File: config.mk
export PLATFORM = sky130hd
export DESIGN_NAME = fib_controller_flat
export DESIGN_NICKNAME = d
export VERILOG_FILES = /design/src/rtl/fib_ctrl_pkg.sv /design/src/rtl/fib_controller_if.sv /design/src/rtl/fib_ctrl_decode.sv /design/src/rtl/fib_controller.sv /design/src/flat_wrapper.sv
export SDC_FILE = /design/constraint.sdc
export NUM_CORES = 1
export LEC_CHECK = 0
export CAP_MARGIN = 20
export CORE_ASPECT_RATIO = 0.75
export CORE_MARGIN = 3
export CORE_UTILIZATION = 45
export DETAILED_ROUTE_END_ITERATION = 7
export PLACE_DENSITY_LB_ADDON = 0.25
export SLEW_MARGIN = 25
export SYNTH_ARGS = -nofsm -noshare
export SYNTH_HDL_FRONTEND = slang
export SYNTH_HIERARCHICAL = 1
export SYNTH_SLANG_ARGS = --single-unit
export TNS_END_PERCENT = 1
File: constraint.sdc
create_clock -name clk -period 3.8 [get_ports clk]
set_input_delay 0.76 -clock clk [delete_from_list [all_inputs] [get_ports clk]]
set_output_delay 0.76 -clock clk [all_outputs]
set_load 0.01 [all_outputs]
File: src/rtl/fib_ctrl_pkg.sv
// Shared types and select encodings for the recursive Fibonacci controller.
// The control word bundles every strobe and mux select driven to the datapath.
package fib_ctrl_pkg;

    localparam int WORD_W = 8;

    typedef enum logic [4:0] {
        S_IDLE = 5'd0,
        S_LOAD = 5'd1,
        S_CALL = 5'd2,
        S_DN1  = 5'd3,
        S_SF1  = 5'd4,
        S_RET  = 5'd5,
        S_A1   = 5'd6,
        S_A2   = 5'd7,
        S_A3   = 5'd8,
        S_A4   = 5'd9,
        S_A5   = 5'd10,
        S_A6   = 5'd11,
        S_B1   = 5'd12,
        S_B2   = 5'd13,
        S_B3   = 5'd14,
        S_B4   = 5'd15,
        S_FIN  = 5'd16,
        S_DONE = 5'd17
    } state_e;

    localparam logic       OP_ADD    = 1'b0;
    localparam logic       OP_SUB    = 1'b1;
    localparam logic       SEL_ALU   = 1'b0;
    localparam logic       SEL_STACK = 1'b1;
    localparam logic [1:0] RETS_ONE  = 2'd0;
    localparam logic [1:0] RETS_ALU  = 2'd1;
    localparam logic [1:0] ADDL_ZERO = 2'd0;
    localparam logic [1:0] ADDL_N    = 2'd1;
    localparam logic [1:0] ADDL_RES  = 2'd2;
    localparam logic [1:0] ADDR_F    = 2'd0;
    localparam logic [1:0] ADDR_RET  = 2'd1;
    localparam logic [1:0] ADDR_ONE  = 2'd2;
    localparam logic [1:0] ADDR_TWO  = 2'd3;
    localparam logic [1:0] SS_F      = 2'd0;
    localparam logic [1:0] SS_N      = 2'd1;
    localparam logic [1:0] SS_RES    = 2'd2;

    typedef struct packed {
        logic       push;
        logic       pop;
        logic       addsub;
        logic       ns;
        logic       fs;
        logic       ress;
        logic       nld;
        logic       fld;
        logic       resld;
        logic       retld;
        logic       nrst;
        logic       frst;
        logic       resrst;
        logic       retrst;
        logic [1:0] rets;
        logic [1:0] addls;
        logic [1:0] addrs;
        logic [1:0] ss;
    } ctrl_t;

    function automatic ctrl_t ctrl_none();
        ctrl_t c;
        c = '0;
        return c;
    endfunction

    function automatic ctrl_t ctrl_clear_all();
        ctrl_t c;
        c        = '0;
        c.nrst   = 1'b1;
        c.frst   = 1'b1;
        c.resrst = 1'b1;
        c.retrst = 1'b1;
        return c;
    endfunction

endpackage

File: src/rtl/fib_controller_if.sv
// Handshake and datapath-control bundle between the controller and its datapath.
interface fib_controller_if #(parameter int DW = fib_ctrl_pkg::WORD_W);
    logic          start;
    logic [DW-1:0] arg;
    logic          busy;
    logic          done;
    logic [DW-1:0] result;
    logic          lt;
    logic          gt;
    logic          eq;
    logic [DW-1:0] n;
    logic [DW-1:0] f;
    logic          push, pop, addsub;
    logic          ns, fs, ress;
    logic          nld, fld, resld, retld;
    logic          nrst, frst, resrst, retrst;
    logic [1:0]    rets, addls, addrs, ss;

    modport master (
        input  start, arg, lt, gt, eq, n, f,
        output busy, done, result, push, pop, addsub, ns, fs, ress,
               nld, fld, resld, retld, nrst, frst, resrst, retrst,
               rets, addls, addrs, ss
    );

    modport slave (
        output start, arg, lt, gt, eq, n, f,
        input  busy, done, result, push, pop, addsub, ns, fs, ress,
               nld, fld, resld, retld, nrst, frst, resrst, retrst,
               rets, addls, addrs, ss
    );
endinterface

File: src/rtl/fib_ctrl_decode.sv
// Combinational next-state and control-word map for the Fibonacci controller.
module fib_ctrl_decode import fib_ctrl_pkg::*; (
    input  state_e            state,
    input  logic [WORD_W-1:0] f,
    input  logic              gt,
    input  logic              start,
    input  logic              n_match,
    output ctrl_t             ctrl,
    output state_e            state_nxt
);

    // Next-state and strobe decode; everything unlisted stays zero
    always_comb begin
        ctrl      = ctrl_none();
        state_nxt = state;
        case (state)
            S_IDLE: begin
                if (start) begin
                    ctrl      = ctrl_clear_all();
                    state_nxt = S_LOAD;
                end else begin
                    state_nxt = S_IDLE;
                end
            end
            S_LOAD: begin
                if (n_match) begin
                    state_nxt = S_CALL;
                end else begin
                    ctrl.nld    = 1'b1;
                    ctrl.ns     = SEL_ALU;
                    ctrl.addls  = ADDL_N;
                    ctrl.addrs  = ADDR_ONE;
                    ctrl.addsub = OP_ADD;
                    state_nxt   = S_LOAD;
                end
            end
            S_CALL: begin
                if (!gt) begin
                    ctrl.rets  = RETS_ONE;
                    ctrl.retld = 1'b1;
                    state_nxt  = S_RET;
                end else begin
                    ctrl.push = 1'b1;
                    ctrl.ss   = SS_F;
                    state_nxt = S_DN1;
                end
            end
            S_DN1: begin
                ctrl.push   = 1'b1;
                ctrl.ss     = SS_N;
                ctrl.addls  = ADDL_N;
                ctrl.addrs  = ADDR_ONE;
                ctrl.addsub = OP_SUB;
                ctrl.nld    = 1'b1;
                ctrl.frst   = 1'b1;
                state_nxt   = S_SF1;
            end
            S_SF1: begin
                ctrl.fld  = 1'b1;
                ctrl.fs   = SEL_ALU;
                state_nxt = S_CALL;
            end
            // f records which recursive call is returning
            S_RET: begin
                if (f == 8'd0) begin
                    state_nxt = S_FIN;
                end else if (f == 8'd1) begin
                    state_nxt = S_A1;
                end else if (f == 8'd2) begin
                    state_nxt = S_B1;
                end else begin
                    state_nxt = S_IDLE;
                end
            end
            S_A1: begin
                ctrl.pop  = 1'b1;
                ctrl.ns   = SEL_STACK;
                ctrl.nld  = 1'b1;
                state_nxt = S_A2;
            end
            S_A2: begin
                ctrl.addls = ADDL_ZERO;
                ctrl.addrs = ADDR_RET;
                ctrl.ress  = SEL_ALU;
                ctrl.resld = 1'b1;
                state_nxt  = S_A3;
            end
            S_A3: begin
                ctrl.push   = 1'b1;
                ctrl.ss     = SS_N;
                ctrl.addls  = ADDL_N;
                ctrl.addrs  = ADDR_TWO;
                ctrl.addsub = OP_SUB;
                ctrl.nld    = 1'b1;
                state_nxt   = S_A4;
            end
            S_A4: begin
                ctrl.push = 1'b1;
                ctrl.ss   = SS_RES;
                ctrl.frst = 1'b1;
                state_nxt = S_A5;
            end
            S_A5: begin
                ctrl.fld  = 1'b1;
                ctrl.fs   = SEL_ALU;
                state_nxt = S_A6;
            end
            S_A6: begin
                ctrl.fld  = 1'b1;
                ctrl.fs   = SEL_ALU;
                state_nxt = S_CALL;
            end
            S_B1: begin
                ctrl.pop   = 1'b1;
                ctrl.ress  = SEL_STACK;
                ctrl.resld = 1'b1;
                state_nxt  = S_B2;
            end
            S_B2: begin
                ctrl.addls  = ADDL_RES;
                ctrl.addrs  = ADDR_RET;
                ctrl.addsub = OP_ADD;
                ctrl.rets   = RETS_ALU;
                ctrl.retld  = 1'b1;
                state_nxt   = S_B3;
            end
            S_B3: begin
                ctrl.pop  = 1'b1;
                state_nxt = S_B4;
            end
            S_B4: begin
                ctrl.pop  = 1'b1;
                ctrl.fs   = SEL_STACK;
                ctrl.fld  = 1'b1;
                state_nxt = S_RET;
            end
            S_FIN: begin
                ctrl.addls = ADDL_ZERO;
                ctrl.addrs = ADDR_RET;
                ctrl.ns    = SEL_ALU;
                ctrl.nld   = 1'b1;
                state_nxt  = S_DONE;
            end
            S_DONE: begin
                state_nxt = S_IDLE;
            end
            default: begin
                state_nxt = S_IDLE;
            end
        endcase
    end

endmodule

File: src/rtl/fib_controller.sv
// Recursive Fibonacci controller: state register, argument and result latches,
// driving an external datapath (n/f/res/ret registers, ALU and stack).
module fib_controller import fib_ctrl_pkg::*; #(
    parameter int DW = WORD_W
) (
    input logic               clk,
    input logic               rst,
    fib_controller_if.master  bus
);

    state_e        state_r;
    state_e        state_nxt_s;
    ctrl_t         dec_s;
    ctrl_t         ctrl_s;
    logic [DW-1:0] arg_q_r;
    logic [DW-1:0] result_r;
    logic          greater_s;
    logic          n_match_s;

    // Recurse only when the comparator reports strictly greater than two
    assign greater_s = bus.gt & ~bus.lt & ~bus.eq;
    assign n_match_s = (bus.n == arg_q_r);

    fib_ctrl_decode u_decode (
        .state     (state_r),
        .f         (bus.f),
        .gt        (greater_s),
        .start     (bus.start),
        .n_match   (n_match_s),
        .ctrl      (dec_s),
        .state_nxt (state_nxt_s)
    );

    // Reset holds the datapath registers cleared whatever state we were in
    always_comb begin
        ctrl_s = dec_s;
        if (rst) begin
            ctrl_s = ctrl_clear_all();
        end else begin
            ctrl_s = dec_s;
        end
    end

    // State register
    always_ff @(posedge clk) begin
        if (rst) begin
            state_r <= S_IDLE;
        end else begin
            state_r <= state_nxt_s;
        end
    end

    // Argument latch, captured only when a request is accepted
    always_ff @(posedge clk) begin
        if (rst) begin
            arg_q_r <= '0;
        end else if ((state_r == S_IDLE) && bus.start) begin
            arg_q_r <= bus.arg;
        end
    end

    // Result latch, holds until the next completed run
    always_ff @(posedge clk) begin
        if (rst) begin
            result_r <= '0;
        end else if (state_r == S_DONE) begin
            result_r <= bus.n;
        end
    end

    assign bus.busy   = ~rst & (state_r != S_IDLE);
    assign bus.done   = ~rst & (state_r == S_DONE);
    assign bus.result = result_r;
    assign bus.push   = ctrl_s.push;
    assign bus.pop    = ctrl_s.pop;
    assign bus.addsub = ctrl_s.addsub;
    assign bus.ns     = ctrl_s.ns;
    assign bus.fs     = ctrl_s.fs;
    assign bus.ress   = ctrl_s.ress;
    assign bus.nld    = ctrl_s.nld;
    assign bus.fld    = ctrl_s.fld;
    assign bus.resld  = ctrl_s.resld;
    assign bus.retld  = ctrl_s.retld;
    assign bus.nrst   = ctrl_s.nrst;
    assign bus.frst   = ctrl_s.frst;
    assign bus.resrst = ctrl_s.resrst;
    assign bus.retrst = ctrl_s.retrst;
    assign bus.rets   = ctrl_s.rets;
    assign bus.addls  = ctrl_s.addls;
    assign bus.addrs  = ctrl_s.addrs;
    assign bus.ss     = ctrl_s.ss;

endmodule

File: src/flat_wrapper.sv
// flat-port wrapper written by rule: the top's interface ports become plain ports
module fib_controller_flat import fib_ctrl_pkg::*;
#(
    parameter int DW = WORD_W
)
  (clk, rst, bus_start, bus_arg, bus_lt, bus_gt, bus_eq, bus_n, bus_f, bus_busy, bus_done, bus_result, bus_push, bus_pop, bus_addsub, bus_ns, bus_fs, bus_ress, bus_nld, bus_fld, bus_resld, bus_retld, bus_nrst, bus_frst, bus_resrst, bus_retrst, bus_rets, bus_addls, bus_addrs, bus_ss);
  fib_controller_if #(.DW(DW)) bus_i ();
  input logic clk;
  input logic rst;
  input wire logic [$bits(bus_i.start)-1:0] bus_start;
  input wire logic [$bits(bus_i.arg)-1:0] bus_arg;
  input wire logic [$bits(bus_i.lt)-1:0] bus_lt;
  input wire logic [$bits(bus_i.gt)-1:0] bus_gt;
  input wire logic [$bits(bus_i.eq)-1:0] bus_eq;
  input wire logic [$bits(bus_i.n)-1:0] bus_n;
  input wire logic [$bits(bus_i.f)-1:0] bus_f;
  output wire logic [$bits(bus_i.busy)-1:0] bus_busy;
  output wire logic [$bits(bus_i.done)-1:0] bus_done;
  output wire logic [$bits(bus_i.result)-1:0] bus_result;
  output wire logic [$bits(bus_i.push)-1:0] bus_push;
  output wire logic [$bits(bus_i.pop)-1:0] bus_pop;
  output wire logic [$bits(bus_i.addsub)-1:0] bus_addsub;
  output wire logic [$bits(bus_i.ns)-1:0] bus_ns;
  output wire logic [$bits(bus_i.fs)-1:0] bus_fs;
  output wire logic [$bits(bus_i.ress)-1:0] bus_ress;
  output wire logic [$bits(bus_i.nld)-1:0] bus_nld;
  output wire logic [$bits(bus_i.fld)-1:0] bus_fld;
  output wire logic [$bits(bus_i.resld)-1:0] bus_resld;
  output wire logic [$bits(bus_i.retld)-1:0] bus_retld;
  output wire logic [$bits(bus_i.nrst)-1:0] bus_nrst;
  output wire logic [$bits(bus_i.frst)-1:0] bus_frst;
  output wire logic [$bits(bus_i.resrst)-1:0] bus_resrst;
  output wire logic [$bits(bus_i.retrst)-1:0] bus_retrst;
  output wire logic [$bits(bus_i.rets)-1:0] bus_rets;
  output wire logic [$bits(bus_i.addls)-1:0] bus_addls;
  output wire logic [$bits(bus_i.addrs)-1:0] bus_addrs;
  output wire logic [$bits(bus_i.ss)-1:0] bus_ss;
  assign bus_i.start = bus_start;
  assign bus_i.arg = bus_arg;
  assign bus_i.lt = bus_lt;
  assign bus_i.gt = bus_gt;
  assign bus_i.eq = bus_eq;
  assign bus_i.n = bus_n;
  assign bus_i.f = bus_f;
  assign bus_busy = bus_i.busy;
  assign bus_done = bus_i.done;
  assign bus_result = bus_i.result;
  assign bus_push = bus_i.push;
  assign bus_pop = bus_i.pop;
  assign bus_addsub = bus_i.addsub;
  assign bus_ns = bus_i.ns;
  assign bus_fs = bus_i.fs;
  assign bus_ress = bus_i.ress;
  assign bus_nld = bus_i.nld;
  assign bus_fld = bus_i.fld;
  assign bus_resld = bus_i.resld;
  assign bus_retld = bus_i.retld;
  assign bus_nrst = bus_i.nrst;
  assign bus_frst = bus_i.frst;
  assign bus_resrst = bus_i.resrst;
  assign bus_retrst = bus_i.retrst;
  assign bus_rets = bus_i.rets;
  assign bus_addls = bus_i.addls;
  assign bus_addrs = bus_i.addrs;
  assign bus_ss = bus_i.ss;
  fib_controller #(.DW(DW)) u_core (.clk(clk), .rst(rst), .bus(bus_i));
endmodule
# Yosys cells after proc, flatten, opt, wreduce, memory -nomap -nowiden

Index checks and enable logic that the tools add are counted.

Word-level logic and storage cells: 72
Bits in registers: 21
Input port bits: 30
Output and inout bits: 32

Bitwise logic cells: 7
Multiplexer cells: 29
Equal/unequal tests: 20
Reductions and logical operators: 13

Operators by type and width:

| kind               | count |
|---|---|
| $pmux 5 s16        | 1 |
| $eq 5x4->1 const B | 8 |
| $pmux 4 s6         | 1 |
| $mux 22            | 1 |
| $eq 5x3->1 const B | 4 |
| $pmux 1 s2         | 8 |
| $mux 12            | 1 |
| $reduce_or 4->1    | 3 |
| $eq 5x2->1 const B | 2 |
| $eq 5x5->1 const B | 2 |
| $mux 5             | 2 |
| $reduce_or 2->1    | 5 |
| $pmux 1 s3         | 3 |
| $eq 8x1->1 const B | 1 |
| $eq 8x2->1 const B | 1 |
| $eq 8x8->1         | 1 |
| $logic_not 8->1    | 1 |
| $mux 3             | 2 |
| $pmux 2 s3         | 1 |
| $eq 5x1->1 const B | 1 |
| $logic_not 5->1    | 1 |
| $mux 1             | 5 |
| $reduce_bool 5->1  | 1 |
| $and 1x1->1        | 4 |
| other kinds (6)    | 9 |

# Depth between registers and ports, before layout

Word-level depth: 6
Mapped depth: 8

# Cells and area by module

The synthesis kept the hierarchy.

Modules (own cells, without submodules):

| module          | area an instance (µm²) | instances | cells an instance | sequential area each (µm²) |
|---|---|---|---|---|
| fib_controller  | 1127.3                 | 1         | 122               | 420.4 |
| fib_ctrl_decode | 535.5                  | 1         | 90                | 0.0 |

# Least setup slack after synthesis

Ideal clock, no wire load.

Kind: input-to-output
From: input port bus_n[5]
To: output port bus_nld
Arrival: 1724 ps
Slack: 1316 ps
Data required time: 3040 ps
Stages: 8
Cell sequence: xnor2_1 nand4_1 nor2_1 nand2b_1 and3_1 a21oi_1 o31ai_1 nor2b_1

RTL lines:

| element            | line               | text |
|---|---|---|
| start: declaration | flat_wrapper.sv:15 | `input wire logic [$bits(bus_i.n)-1:0] bus_n;` |
| end: declaration   | flat_wrapper.sv:26 | `output wire logic [$bits(bus_i.nld)-1:0] bus_nld;` |

==> summary.md <==
The master of the slowest instance on the critical path is sky130_fd_sc_hd__clkdlybuf4s50_1. The register clock-pin slew on the reported worst setup and hold paths was 0.07 ns. In this run, the number of DRC markers left after iteration 0 of detailed routing was 136. TritonCTS built the clock tree.

The logs give 0 for the number of DRC violations after detailed routing and 0.222 for the part of the power in combinational logic. The signal on the critical path passes through clkdlybuf4s50_1 -> xnor2_1 -> nand4_1 -> nor2_1 -> nand2b_1 -> and3_1 -> a21oi_1 -> o31ai_1 -> nor2b_1 -> clkdlybuf4s50_1. The part of the cycle the worst path needs is 0.946. At the pin with the least slew margin, the transition time is 0.611 ns. The combined buffer and inverter count along the critical path is 2. At the worst endpoint, the arrival time is 2.83 ns. The startpoint identified for the worst register-to-register timing path is u_core/state_r[0]. For the count of inserted antenna diode cells, the log shows 0. The switching share of total power came out at 0.259. The critical path runs through a total of 10 cells.

The maximum ir drop on the vdd rail came out at 0.146 mV. The first global-routing pass estimated 6150 µm of wire. For this run, the leading register cell type out of synthesis is sky130_fd_sc_hd__dfxtp_1. Counting the buffers created by CTS gives 3. The average wire length per cell after detail routing was 12.3 µm. The max-cap check violation count is 0, and the number of buffers on the longest clock path is 2. The number of placed instances with taps included was 307; the width of the die was 76.2 µm.

The tools report the timing-limited maximum frequency as 0.278 GHz. The category of cells accounting for the largest share of critical-path delay is buffers and inverters. The worst register-to-register path ends at u_core/state_r[3].

For this design the static power due to leakage is 0.815 nW. Setup repair after global routing left no endpoint under its margin. Between clock sinks in the finished design, the worst skew comes to 0.00403 ns.

Relative to the synthesized area, the layout overhead comes to 38.1%. Post-synthesis async set-or-reset flop share: 0. The run gives 3000 µm as the total half-perimeter wirelength after legalization and detailed placement. The critical path in this run is classified as input pin to primary output. The run gives 6 as the count of yosys warnings during synthesis. Among the stages of the critical path, the cell type that occurs most often is sky130_fd_sc_hd__clkdlybuf4s50_1. Post-CTS timing repair inserted 0 buffers for setup. The run gives 1 as the number of levels in the clock H-tree. The number of buffers added on ports was 60; the last weighted congestion value of the routability-driven placer was 0.905. The instance count along the most critical hold path was 2. Adding up every negative setup slack in the final design gives 0 ns. In this run the power density over the cells is 217 mW/mm².

After synthesis, the cell types taking the most area are sky130_fd_sc_hd__dfxtp_1 (25%), sky130_fd_sc_hd__nand2b_1 (14%), sky130_fd_sc_hd__mux2i_1 (10%). The startpoint type of the worst setup path is an input pin. By instance count, the leading cell after synthesis is sky130_fd_sc_hd__nand2b_1. The post-route total power came out at 0.000498 W. The initial standard-cell utilization of the core was 0.486. The run gives 21 as the CTS sink count. After synthesis the cells add up to 0.00166 mm².

The fraction of layout instances using a drive strength above 1 is 0.0651, and the post-synthesis net count is 242. Synthesis inferred 21 register bits. The sum of overflow across all layers after global routing was 0. The net switching component of the power was 0.000129 W.

The tree is rooted in a sky130_fd_sc_hd__clkbuf_8. Setup slack of the most critical reg-to-reg path: 1.96 ns. Type of destination of the critical path: a primary output. The run gives 0.476 as the register share of total power. The run gives 0 as the post-cts gate resize count. Entering global routing, the biggest net connects 36 pins. The run gives 0 as the number of antenna violations at the first check in global routing. The number of search-and-repair iterations in the first detailed-routing pass was 4; the via count normalized by instance count was 4.98. The path class of the tightest hold or removal check is flip-flop to flip-flop. In this run the standard cell core region covers 0.00342 mm².

Share of Yosys cell area claimed by the top area cell type: 0.253. From bottom edge to top edge, the die measures 58.6 µm. The maximum fanout count along the critical path works out to 3. The worst hold path terminates at u_core/bus.result[5]. The worst path in the final design needs a cycle of 3.59 ns, including I/O delays and setup. Summing over every cut layer, the via total after detailed routing is 1549.

The netlist uses 45 different library cells. The floorplan has 18 rows. For this run, the slowest stage of the critical path takes 0.50 ns.

After synthesis, the most frequently instantiated cells are sky130_fd_sc_hd__nand2b_1 (36), sky130_fd_sc_hd__nor2b_1 (24), sky130_fd_sc_hd__dfxtp_1 (21). The worst hold path begins at u_core/bus.result[5]. The count of flip-flops with a built-in enable after synthesis is 0, and the final layout net count is 292. The logs give 0.302 for the clock network power share and 0.169 for the total global-route track usage. 62 I/O pins were placed. The clock latency at the later pin of the worst-skew pair was 0.27 ns; the worst slew margin relative to its limit was 0.592. The tools report the number of global-route vias before repair as 1315. Total wire length: 3830 µm. For the count of final max-slew check failures, the log shows 0. The biggest area contributor in the post-synthesis netlist is sky130_fd_sc_hd__dfxtp_1. The run gives 0.192 ns as the worst slack after detailed placement. The number of nets still failing antenna checks after routing is 0, and the post-synthesis area per instance is 7.84 µm².

Cell-internal power: 0.000369 W. The depth of the most critical reg-to-reg path is 5, and the final standard cell count with taps included and fillers excluded is 311. After clock tree synthesis, the flow added hold-fix buffers numbering 0. The count of final setup violators is 0.

Synthesis produced 212 cells. The run finished with clean final reports. The overall die area is 0.00447 mm², and the number of hold violations in the final report is 0. At the worst endpoint, the required time is 3.04 ns. The share of synthesized area occupied by flip-flops and latches came out at 0.253. Once routing completed, OpenROAD measured the worst setup slack at 0.205 ns.
[through the flow]
step / cell area [µm²] / util / hold WS (ns)
floorplan: 1660 / - / 0.461
global placement: 2250 / 0.657 / 0.459
detailed placement: 2250 / 0.657 / 0.468
CTS: 2300 / 0.671 / 0.485
global route: 2300 / 0.671 / 0.505
finish: 2300 / 0.671 / 0.480
[logic make-up (layout without fill, tap and decap cells)]
group / count (synthesis) / in the layout / share of synthesized area
flops: 21 / 21 / 0.253
compound gates: 28 / 28 / 0.117
mux: 17 / 17 / 0.102
buf+inv: 24 / 73 / 0.0737
xor+xnor: 10 / 10 / 0.0527
simple gates: 111 / 111 / 0.399
other cells: 1 / 1 / 0.00226
[cell usage in the layout (no fill, tap or decap), types with 2 or more instances in the layout]
master / n
sky130_fd_sc_hd__nor2b_1: 24
sky130_fd_sc_hd__or2_2: 4
sky130_fd_sc_hd__clkdlybuf4s50_1: 60
sky130_fd_sc_hd__buf_4: 3
sky130_fd_sc_hd__mux2i_1: 17
sky130_fd_sc_hd__o311ai_0: 2
sky130_fd_sc_hd__o21ai_0: 4
sky130_fd_sc_hd__xnor2_1: 9
sky130_fd_sc_hd__nand2b_1: 36
sky130_fd_sc_hd__a31oi_1: 2
sky130_fd_sc_hd__nand4_1: 3
sky130_fd_sc_hd__o22ai_1: 3
sky130_fd_sc_hd__inv_1: 6
sky130_fd_sc_hd__clkbuf_8: 3
sky130_fd_sc_hd__dfxtp_1: 21
sky130_fd_sc_hd__and3_1: 6
sky130_fd_sc_hd__nor3_1: 5
sky130_fd_sc_hd__a21oi_1: 7
sky130_fd_sc_hd__nor2_1: 14
sky130_fd_sc_hd__nand2_1: 7
[registers in the layout, summed over array words and instances (netlist names)]
signal	count
u_core/arg_q_r	8
u_core/bus.result	8
u_core/state_r	5
[area by class of cell]
type | count | area, µm²
clock buffer | 3 | 41.3
timing repair buffer | 63 | 623
sequential | 21 | 420
inverter | 6 | 22.5
fill | 320 | 1130
clock inverter | 1 | 7.51
tap | 50 | 62.6
multi-input combinational | 167 | 1120
[tightest hold or removal path, cell delays in order, from the launching register on]
cell,delay [ns]
sky130_fd_sc_hd__dfxtp_1,0.32
sky130_fd_sc_hd__nand2b_1,0.06
sky130_fd_sc_hd__mux2i_1,0.06
[per-layer routing]
layer  track usage  part of all wire
met4        0.0388            0.0089
met1         0.254              0.51
met5             0                 0
met2         0.251              0.40
met3        0.0321             0.082
[power by group through the flow]
| stage | combinational (W) | clock (W) | sequential [W] |
|---|---|---|---|
| 6_report | 0.000110 | 0.000150 | 0.000237 |
| 5_1_grt | 0.000121 | 0.000164 | 0.000238 |
| 4_1_cts | 0.000111 | 0.000156 | 0.000237 |
| 3_5_place_dp | 0.000110 | 0 | 0.000242 |
| 3_3_place_gp | 0.000109 | 0 | 0.000242 |
| 2_1_floorplan | 0.0000657 | 0 | 0.000237 |
[worst max path at each step]
stage	start	end
after floorplan	bus_n[5]	bus_nld
after global placement	bus_n[0]	bus_nld
after detailed placement	bus_n[6]	bus_nld
after CTS	bus_n[6]	bus_nld
after global routing	bus_n[2]	bus_nld
final	bus_n[0]	bus_nld
(Power assumes the default switching activity.)
